<file path="src/rtl/wc_pkg.sv">
`default_nettype none
// ============================================================================
// Module      : wc_pkg
// Description : Shared constants and types for the WC_2_3 sequencer: pad word
//               width, command codes carried in the top two bits of a command
//               word, and the sequencer state encoding.
// Revision    : 1.0 - initial release
// ============================================================================
package wc_pkg;

  localparam int DW = 10;

  localparam logic [1:0] CMD_NOP        = 2'b00;
  localparam logic [1:0] CMD_LOAD_G     = 2'b01;
  localparam logic [1:0] CMD_TILE_FIRST = 2'b10;
  localparam logic [1:0] CMD_TILE_NEXT  = 2'b11;

  typedef enum logic [2:0] {
    IDLE = 3'd0,
    LD_G = 3'd1,
    LD_D = 3'd2,
    RUN  = 3'd3,
    WAIT = 3'd4,
    OUT  = 3'd5
  } state_t;

endpackage
`default_nettype wire

</file>
<file path="src/rtl/wc_tile_win.sv">
`default_nettype none
// ============================================================================
// Module      : wc_tile_win
// Description : Four-entry input tile register for the F(2,3) core. Supports
//               indexed writes (full tile load, or the last word of a sliding
//               tile) and a shift-by-2 write that keeps d2/d3 as the overlap.
// Revision    : 1.0 - initial release
// ============================================================================
module wc_tile_win #(
  parameter int DW = 10
) (
  input  logic          clk,
  input  logic          rst,
  input  logic          ld_en,
  input  logic [1:0]    ld_idx,
  input  logic          shift_en,
  input  logic [DW-1:0] word,
  output logic [4*DW-1:0] tile
);

  logic [DW-1:0] r_d [4];

  // Tile storage: shift-by-2 takes priority over an indexed write
  always_ff @(posedge clk or negedge rst) begin
    if (!rst) begin
      for (int i = 0; i < 4; i++) r_d[i] <= '0;
    end else if (shift_en) begin
      r_d[0] <= r_d[2];
      r_d[1] <= r_d[3];
      r_d[2] <= word;
    end else if (ld_en) begin
      r_d[ld_idx] <= word;
    end
  end

  assign tile = {r_d[3], r_d[2], r_d[1], r_d[0]};

endmodule
`default_nettype wire

</file>
<file path="src/rtl/wc_2_3_seq.sv">
`default_nettype none
// ============================================================================
// Module      : wc_2_3_seq
// Description : Pad-bus sequencer for the Winograd F(2,3) core. Decodes
//               command words, loads filter taps and the input tile (full or
//               stride-2 sliding), pulses core_start, captures the two results
//               and streams them out over a valid/ready handshake.
//               Optional macro WC_SEQ_TIMEOUT_EN adds a core_done watchdog of
//               TO_CYC cycles in WAIT.
//               Note: rst is asynchronous and active-low.
// Revision    : 1.0 - initial release
// ============================================================================
module wc_2_3_seq #(
  parameter int DW     = wc_pkg::DW,
  parameter int TO_CYC = 64
) (
  input  logic            clk,
  input  logic            rst,
  input  logic            in_valid,
  input  logic [DW-1:0]   in_data,
  output logic            in_ready,
  output logic [3*DW-1:0] core_g,
  output logic [4*DW-1:0] core_d,
  output logic            core_start,
  input  logic            core_done,
  input  logic [DW-1:0]   core_y0,
  input  logic [DW-1:0]   core_y1,
  output logic            out_valid,
  output logic [DW-1:0]   out_data,
  input  logic            out_ready,
  output logic            err
);

  import wc_pkg::*;

  state_t        r_state, w_state_nxt;
  logic [DW-1:0] r_g0, r_g1, r_g2;
  logic [DW-1:0] r_y0, r_y1;
  logic [1:0]    r_idx;
  logic          r_next, r_tile_ok, r_err, r_out_sel, r_live;
  logic          w_in_acc, w_idx_last, w_err_set, w_timeout;
  logic          w_td_ld, w_td_shift;
  logic [1:0]    w_td_idx;
  logic [1:0]    w_cmd;

  assign w_cmd      = in_data[DW-1:DW-2];
  assign w_in_acc   = in_valid && in_ready;
  assign w_idx_last = r_next ? (r_idx == 2'd1) : (r_idx == 2'd3);

  // Next state, handshake and tile-write controls
  always_comb begin
    w_state_nxt = r_state;
    in_ready    = 1'b0;
    core_start  = 1'b0;
    w_td_ld     = 1'b0;
    w_td_shift  = 1'b0;
    w_td_idx    = r_idx;
    w_err_set   = 1'b0;
    case (r_state)
      IDLE: begin
        in_ready = r_live;
        if (w_in_acc) begin
          case (w_cmd)
            CMD_LOAD_G:     w_state_nxt = LD_G;
            CMD_TILE_FIRST: w_state_nxt = LD_D;
            CMD_TILE_NEXT: begin
              if (r_tile_ok) w_state_nxt = LD_D;
              else           w_err_set   = 1'b1;
            end
            default: ;
          endcase
        end
      end
      LD_G: begin
        in_ready = r_live;
        if (w_in_acc && r_idx == 2'd2) w_state_nxt = IDLE;
      end
      LD_D: begin
        in_ready = r_live;
        if (w_in_acc) begin
          if (r_next) begin
            // Sliding tile: first word shifts the window, second fills d3
            if (r_idx == 2'd0) begin
              w_td_shift = 1'b1;
            end else begin
              w_td_ld  = 1'b1;
              w_td_idx = 2'd3;
            end
          end else begin
            w_td_ld = 1'b1;
          end
          if (w_idx_last) w_state_nxt = RUN;
        end
      end
      RUN: begin
        core_start  = 1'b1;
        w_state_nxt = WAIT;
      end
      WAIT: begin
        if (core_done) begin
          w_state_nxt = OUT;
        end else if (w_timeout) begin
          w_err_set   = 1'b1;
          w_state_nxt = IDLE;
        end
      end
      OUT: begin
        if (out_ready && r_out_sel) w_state_nxt = IDLE;
      end
      default: w_state_nxt = IDLE;
    endcase
    // A result pulse the sequencer is not waiting for is a protocol error
    if (core_done && r_state != WAIT) w_err_set = 1'b1;
  end

  // State register
  always_ff @(posedge clk or negedge rst) begin
    if (!rst) r_state <= IDLE;
    else      r_state <= w_state_nxt;
  end

  // in_ready is held low while reset is active and until the first clock after
  always_ff @(posedge clk or negedge rst) begin
    if (!rst) r_live <= 1'b0;
    else      r_live <= 1'b1;
  end

  // Operand position counter and tile-mode flag latched at command time
  always_ff @(posedge clk or negedge rst) begin
    if (!rst) begin
      r_idx  <= 2'd0;
      r_next <= 1'b0;
    end else if (r_state == IDLE) begin
      r_idx <= 2'd0;
      if (w_in_acc) r_next <= (w_cmd == CMD_TILE_NEXT);
    end else if (w_in_acc) begin
      r_idx <= r_idx + 2'd1;
    end
  end

  // Filter tap registers
  always_ff @(posedge clk or negedge rst) begin
    if (!rst) begin
      r_g0 <= '0;
      r_g1 <= '0;
      r_g2 <= '0;
    end else if (r_state == LD_G && w_in_acc) begin
      case (r_idx)
        2'd0:    r_g0 <= in_data;
        2'd1:    r_g1 <= in_data;
        default: r_g2 <= in_data;
      endcase
    end
  end

  // tile_ok: a complete tile exists that a sliding load can build on
  always_ff @(posedge clk or negedge rst) begin
    if (!rst)                                         r_tile_ok <= 1'b0;
    else if (r_state == WAIT && !core_done && w_timeout) r_tile_ok <= 1'b0;
    else if (r_state == LD_D && w_in_acc && w_idx_last)  r_tile_ok <= 1'b1;
  end

  // Sticky error flag
  always_ff @(posedge clk or negedge rst) begin
    if (!rst)           r_err <= 1'b0;
    else if (w_err_set) r_err <= 1'b1;
  end

  // Result capture on the awaited core_done
  always_ff @(posedge clk or negedge rst) begin
    if (!rst) begin
      r_y0 <= '0;
      r_y1 <= '0;
    end else if (r_state == WAIT && core_done) begin
      r_y0 <= core_y0;
      r_y1 <= core_y1;
    end
  end

  // Output word select: toggles on each handshake, back to y0 after y1
  always_ff @(posedge clk or negedge rst) begin
    if (!rst)                            r_out_sel <= 1'b0;
    else if (r_state == OUT && out_ready) r_out_sel <= ~r_out_sel;
  end

`ifdef WC_SEQ_TIMEOUT_EN
  localparam int c_TO_W = $clog2(TO_CYC + 1);
  logic [c_TO_W-1:0] r_to_cnt;

  // Watchdog counts cycles spent in WAIT
  always_ff @(posedge clk or negedge rst) begin
    if (!rst)                r_to_cnt <= '0;
    else if (r_state == WAIT) r_to_cnt <= r_to_cnt + 1'b1;
    else                     r_to_cnt <= '0;
  end

  assign w_timeout = (r_state == WAIT) && (r_to_cnt == c_TO_W'(TO_CYC - 1));
`else
  // Watchdog absent: WAIT is held until core_done
  logic w_unused_to;
  assign w_unused_to = ^TO_CYC;
  assign w_timeout   = 1'b0;
`endif

  wc_tile_win #(.DW(DW)) u_tile (
    .clk      (clk),
    .rst      (rst),
    .ld_en    (w_td_ld),
    .ld_idx   (w_td_idx),
    .shift_en (w_td_shift),
    .word     (in_data),
    .tile     (core_d)
  );

  assign core_g    = {r_g2, r_g1, r_g0};
  assign out_valid = (r_state == OUT);
  assign out_data  = out_valid ? (r_out_sel ? r_y1 : r_y0) : '0;
  assign err       = r_err;

endmodule
`default_nettype wire

</file>
<file path="config.mk">
export PLATFORM = sky130hd
export DESIGN_NAME = wc_2_3_seq
export DESIGN_NICKNAME = d
export VERILOG_FILES = /design/src/rtl/wc_pkg.sv /design/src/rtl/wc_tile_win.sv /design/src/rtl/wc_2_3_seq.sv
export SDC_FILE = /design/constraint.sdc
export NUM_CORES = 1
export LEC_CHECK = 0
export CORE_AREA = 2 2 146 77
export CTS_CLUSTER_DIAMETER = 80
export DETAILED_ROUTE_END_ITERATION = 8
export DIE_AREA = 0 0 148 79
export PLACE_DENSITY = 0.75
export SYNTH_ARGS = -nofsm -noshare
export SYNTH_HDL_FRONTEND = slang
export SYNTH_SLANG_ARGS = --single-unit
</file>
<file path="constraint.sdc">
create_clock -name clk -period 1.9 [get_ports clk]
set_input_delay 0.285 -clock clk [delete_from_list [all_inputs] [get_ports clk]]
set_output_delay 0.285 -clock clk [all_outputs]
set_load 0.01 [all_outputs]
</file>
==> impl_results.md <==
- Cells after synthesis: 324
- Final GP Congestion: 0.854
- Cts bufs inserted: 9
- WL per Instance: 18.4 um
- Distinct cells, synth: 42
- 1st-iter DRT viols: 183
- Status: complete, no violations
- Fin nets: 518
- Starting Density: 42.1%
- Final setup violation count: 0
- Syn_area_per_cell: 13.7 sq um
- # IOs: 119
- Highest metal used: met4
- Crit path DAT: 2.05 ns
- Drt via density: 5.05
- H-tree depth: 3
- Length in cells of the worst reg-to-reg path: 5
- Crit-path max FO: 10
- WP data required: 2.11 ns
- Total power: 8.54 mW
- Row cnt: 27
- Vias: 3,160
- Critical path class: reg2reg
- Period Utilization, post-route: 96.7%
- Buffers added on ports: 118
- Clk_lat worst skew: 0.34 ns
- Ratio of cells with drive above 1 in the final layout: 28.5%
- Core area: 10,500 sq um
- CTS Buffer Depth: 2
- Diodes inserted: 0
- Nature of the critical path endpoint: flop
- Relative slew slack: 64.5%
- Fin area: 6440 sq um
- Chip Height: 79 um
- Min-delay worst type: in2async
- Yosys warnings: 0
- Worst Tran Pin Value: 0.533 ns
- Die Area: 11,700 sq um
- First-pass GRT wire length: 18.3 mm
- Pins Over Slew Limit: 0
- Pwr Density: 1330 nW/um^2
- Startpoint types: flop
- Initial DRT Pass Iterations: 4
- Met2 Routed Length: 4.92 mm
- Final Hold Vio Count: 0
- Fin crit period: 1.84 ns
- Gr usage total: 20.9%
- Root Driver: clkbuf_16
- Final core utilization: 61.1%
- Leak pwr: 2.96 nW
- Register area share after synthesis: 56.4%
- Clock Skew: 0.00575 ns
- Pin count of the biggest net entering global routing: 40
- DR DRC count: 0
- Routed Antenna Nets: 0
- RSZ-0062 raised after global routing: false
- Grt ovf: 0
- Peak supply drop: 734 uV
- Routed metal-1 wirelength: 5.68 mm
- CTS tree: done
- Sink Count: 100
- Max Cap Viol: 0
- Area delta synth->final: 45.2%
- Dpl hpwl: 8.23 mm
- Routed wire length: 11.5 mm
- Post-synth design cell area: 4440 sq um
- Vias in the first global route: 3,268
- #FFs+latches synth: 100
- Met3 WL: 876 um
- FMAX: 0.544 GHz
- Cell Area, Placed: 6090 sq um
- Worst-path clk slew: 0.07 ns
- Syn_nets: 366
- Antenna violations before repair: 0
- Die W: 148 um
- Filler cells: 852
==> kinds of logic (layout without fill, tap and decap cells) <==
family / Yosys count / in the layout / share of synthesized area [%]
flip-flops: 100 / 100 / 56.4
multiplexers: 83 / 83 / 21.6
AND/OR/NAND/NOR: 72 / 73 / 9.05
AO/OA/AOI/OAI: 40 / 40 / 8.46
buffers and inverters: 19 / 175 / 2.03
adder cells (fa/ha/maj): 7 / 7 / 1.97
XOR/XNOR: 2 / 2 / 0.395
other: 1 / 1 / 0.0845
==> layout make-up <==
cell class                      count  area (sq um)  share of cell area, %
Sequential cell                   100          2500                   38.9
Multi-Input combinational cell    206          1870                   29.1
Timing Repair Buffer              153          1560                   24.2
Clock buffer                       13           260                   4.04
Tap cell                          145           181                   2.82
Clock inverter                      3          43.8                  0.680
Inverter                            6          22.5                  0.350
==> power by group <==
group	switching [mW]	leakage (nW)	internal (mW)
Sequential	0.462	1.29	2.85
Clock	0.782	0.150	1.10
Combinational	1.36	1.51	1.99
==> critical path, cell delays in order (launching register included) <==
cell,delay (ns)
dfrtp_1,0.48
or3b_4,0.46
a211oi_4,0.29
buf_12,0.17
nor2b_1,0.05
a221o_1,0.27
==> repair_timing <==
| item | in CTS | in global routing |
|---|---|---|
| hold buffers | 1 | 0 |
| setup endpoints to repair | 23 | 23 |
| cloned | 1 | 0 |
| gates resized for setup | 21 | 5 |
| hold endpoints to repair | 35 | 0 |
| pin swaps | 2 | 0 |
| setup buffers | 1 | 0 |
==> worst paths after layout <==
path	end	startpoint	slack, ns
max in group asynchronous	r_g2[7]$_DFFE_PN0P_	rst	0.82
hold / removal	r_y0[4]$_DFFE_PN0P_	rst	0.47
hold reg to reg	r_tile_ok$_DFFE_PN0P_	r_tile_ok$_DFFE_PN0P_	0.48
setup reg to reg	u_tile.tile[15]$_DFFE_PN0P_	r_next$_DFFE_PN0P_	0.06
setup / recovery	u_tile.tile[15]$_DFFE_PN0P_	r_next$_DFFE_PN0P_	0.06
min in group clk	r_tile_ok$_DFFE_PN0P_	r_tile_ok$_DFFE_PN0P_	0.48
==> metrics by stage <==
stage | hold WS (ns) | setup slack, ns | std cells | setup TNS [ns]
floorplan | -0.0106 | 0.130 | 324 | 0
global placement | 0.291 | -0.0878 | 607 | -2.65
detailed placement | 0.300 | -0.108 | 607 | -3.12
CTS | 0.476 | 0.0204 | 626 | 0
global route | 0.502 | 0.00905 | 626 | 0
finish | 0.470 | 0.0629 | 626 | 0
==> cells in the final DEF, fill, tap and decap left out, drive strengths merged, types with 2 or more instances in the layout <==
cell           count
o211ai             4
inv                7
ha                 7
dlygate4sd2       11
nand2             14
nor3b              2
or3                3
nand3              4
o21ai              2
mux2i             11
mux2              72
a21oi              5
clkbuf            13
nor2              19
clkdlybuf4s15      2
buf               35
a221o             20
a211oi             2
nand3b             2
xnor2              2
clkdlybuf4s50    104
dfrtp            100
o21bai             2
nor2b             22
==> synthesized netlist by cell type, drive strengths merged <==
cell type	instances	share of area, %
a211oi	2	0.90
a21o	1	0.17
a21oi	5	0.99
a221o	20	4.5
a31oi	1	0.14
a41oi	1	0.20
and2	1	0.14
and3	1	0.14
and3b	1	0.20
buf	5	0.85
clkbuf	8	0.68
conb	1	0.085
dfrtp	100	56
ha	7	2.0
inv	6	0.51
mux2	72	19
mux2i	11	2.5
nand2	13	1.1
nand2b	1	0.14
nand3	4	0.45
nand3b	2	0.62
nor2	19	1.7
nor2b	22	3.1
nor3	1	0.11
nor3b	2	0.45
o211ai	4	0.68
o21ai	2	0.23
o21bai	2	0.34
o22ai	1	0.14
o31ai	1	0.17
or2	1	0.14
or3	3	0.54
or3b	1	0.25
xnor2	2	0.39
==> metal layers <==
metal  vias to the layer above  track usage [%]
li1                       1468                -
met1                      1585             30.7
met2                       105             29.8
met3                         2             6.67
met4                         0             5.05
met5                         -                0
==> state kept, by name (all words and copies together), names as in the netlist <==
signal       flops
r_tile_ok        1
err              1
r_next           1
r_g0            10
r_g1            10
r_state          3
r_y1            10
r_y0            10
u_tile.tile     40
r_live           1
r_idx            2
r_out_sel        1
r_g2            10
(Power assumes the default switching activity.)
==> variant: new RTL, same flow settings <==
Add a define of `WC_SEQ_TIMEOUT_EN`.
--- a/src/rtl/wc_2_3_seq.sv
+++ b/src/rtl/wc_2_3_seq.sv
@@ -11,4 +11,6 @@
 // Revision    : 1.0 - initial release
 // ============================================================================
+`define WC_SEQ_TIMEOUT_EN
+
 module wc_2_3_seq #(
   parameter int DW     = wc_pkg::DW,
Function: no difference found for any inputs over 10 cycles, from zero or initial values and one cycle with rst low; that may be too few to reach the edited logic, so the function may still have changed.
==> variant against the original RTL <==
Clock skew up 0.0015 ns; combinational power rose by 27%; synthesized cell count increased by 10%; critical path depth unchanged; total power grew 15%; setup slack got worse by 0.0033 ns; area after synthesis is 8.0% higher; sequential cell count increased by 7; non-clock buffer count increased by 6; wire length is 4.5% higher; cell area grew 5.0%; critical endpoint is now out_data[1]; largest cell class unchanged; count of clock-buffer cells in the layout is 1 lower; register-to-register slack gained 0.03 ns.
==> variant: results (changes against the original RTL) <==
* **multiplexer area fraction after synthesis** 19.8%, was 21.6%
* **Global Route met1 Usage** 32.0%, was 30.7%
* **Pleak** 3.12 nW, was 2.96 nW
* **Logic power comb** 4.26 mW, was 3.35 mW
* **half-perimeter wire length of the detailed placement result** 8830 um, was 8230 um
* **first-pass GRT wire length** 19200 um, was 18300 um
* **last weighted congestion value of the routability-driven placer** 0.763, was 0.854
* **synthesized area per cell** 13.4 sq um, was 13.7 sq um
* **most frequent cells after synthesis** 107 x sky130_fd_sc_hd__dfrtp_1, 62 x sky130_fd_sc_hd__mux2_2, 24 x sky130_fd_sc_hd__nor2_1, 23 x sky130_fd_sc_hd__nor2b_1, 20 x sky130_fd_sc_hd__a221o_1, was 100 x sky130_fd_sc_hd__dfrtp_1, 62 x sky130_fd_sc_hd__mux2_2, 22 x sky130_fd_sc_hd__nor2b_1, 20 x sky130_fd_sc_hd__a221o_1, 18 x sky130_fd_sc_hd__nor2_1
* **Placed Cells** 641, was 607
* **compound-cell area share of the yosys netlist** 8.28%, was 8.46%
* **R2R cell count** 4, was 5
* **run status** completed, unchanged
* **final-stage net count** 558, was 518
* **area share of fa/ha/maj cells after synthesis** 2.09%, was 1.97%
* **cells taking the most area after synthesis** sky130_fd_sc_hd__dfrtp_1 56%, sky130_fd_sc_hd__mux2_2 15%, sky130_fd_sc_hd__a221o_1 4.2%, was sky130_fd_sc_hd__dfrtp_1 56%, sky130_fd_sc_hd__mux2_2 16%, sky130_fd_sc_hd__a221o_1 4.5%
* **Post-DP Area** 6410 sq um, was 6090 sq um
* **routed via count** 3452, was 3160
* **clock share of power** 17.4%, was 22.0%
* **largest net degree at the start of global routing** 45, was 40
* **Worst Skew** 0.00726 ns, was 0.00575 ns
* **GR Util met3** 6.09%, was 6.67%
* **cell with the largest stage delay on the worst path** sky130_fd_sc_hd__dfrtp_2, was sky130_fd_sc_hd__dfrtp_1
* **Critical Path Fanout Max** 6, was 10
* **filler cell count in the final layout** 797, was 852
* **share of final-layout standard cells stronger than drive strength 1** 28.7%, was 28.5%
* **family with the most delay on the worst path** flip-flops, was compound AO/OA/AOI/OAI gates
==> variant: changes by cell type in the layout (fill, tap and decap cells not counted), moves of 3 or more <==
cell	delta
sky130_fd_sc_hd__dlymetal6s2s_1	+3
sky130_fd_sc_hd__o211ai_1	-4
sky130_fd_sc_hd__buf_12	-3
sky130_fd_sc_hd__buf_4	+10
sky130_fd_sc_hd__a21oi_1	+4
sky130_fd_sc_hd__nor2_1	+5
sky130_fd_sc_hd__dfrtp_1	+5
==> variant: metal layers <==
metal / up-vias / wire, um
li1: 1595 / -
met1: 1745 / 5910
met2: 103 / 5120
met3: 9 / 934
met4: 0 / 81
met5: - / 0
==> variant: final timing paths <==
check,from,endpoint,slack [ns]
max,r_state[1],out_data[1],0.06
min,r_to_cnt[0],r_to_cnt[0],0.46
max reg2reg,r_next,u_tile.tile[36],0.09
min reg2reg,r_to_cnt[0],r_to_cnt[0],0.46
max in group asynchronous,rst,r_out_sel,0.71
min in group asynchronous,rst,r_y0[0],0.49
==> variant: timing repair <==
item | in CTS | in global routing
hold buffers | 1 | 0
pin swaps | 1 | 2
cloned | 1 | 0
gates resized for setup | 23 | 8
endpoints found under the hold margin | 41 | 0
buffers inserted | 1 | 5
endpoints found under the setup margin | 13 | 20
==> variant: layout make-up <==
cell class	count	area, sq um	share of cell area (%)
Clock inverter	4	26.3	0.388
Timing Repair Buffer	159	1570	23.2
Multi-Input combinational cell	233	2040	30.1
Inverter	5	18.8	0.277
Sequential cell	107	2680	39.6
Clock buffer	12	246	3.64
Tap cell	145	181	2.68
==> variant: logic make-up (layout without fill, tap and decap cells) <==
logic type / after synthesis / in the layout
compound gates: 43 / 43
simple gates: 93 / 94
mux: 82 / 82
flops: 107 / 107
buf+inv: 18 / 180
xor+xnor: 5 / 5
other cells: 1 / 1
fa+ha+maj: 8 / 8
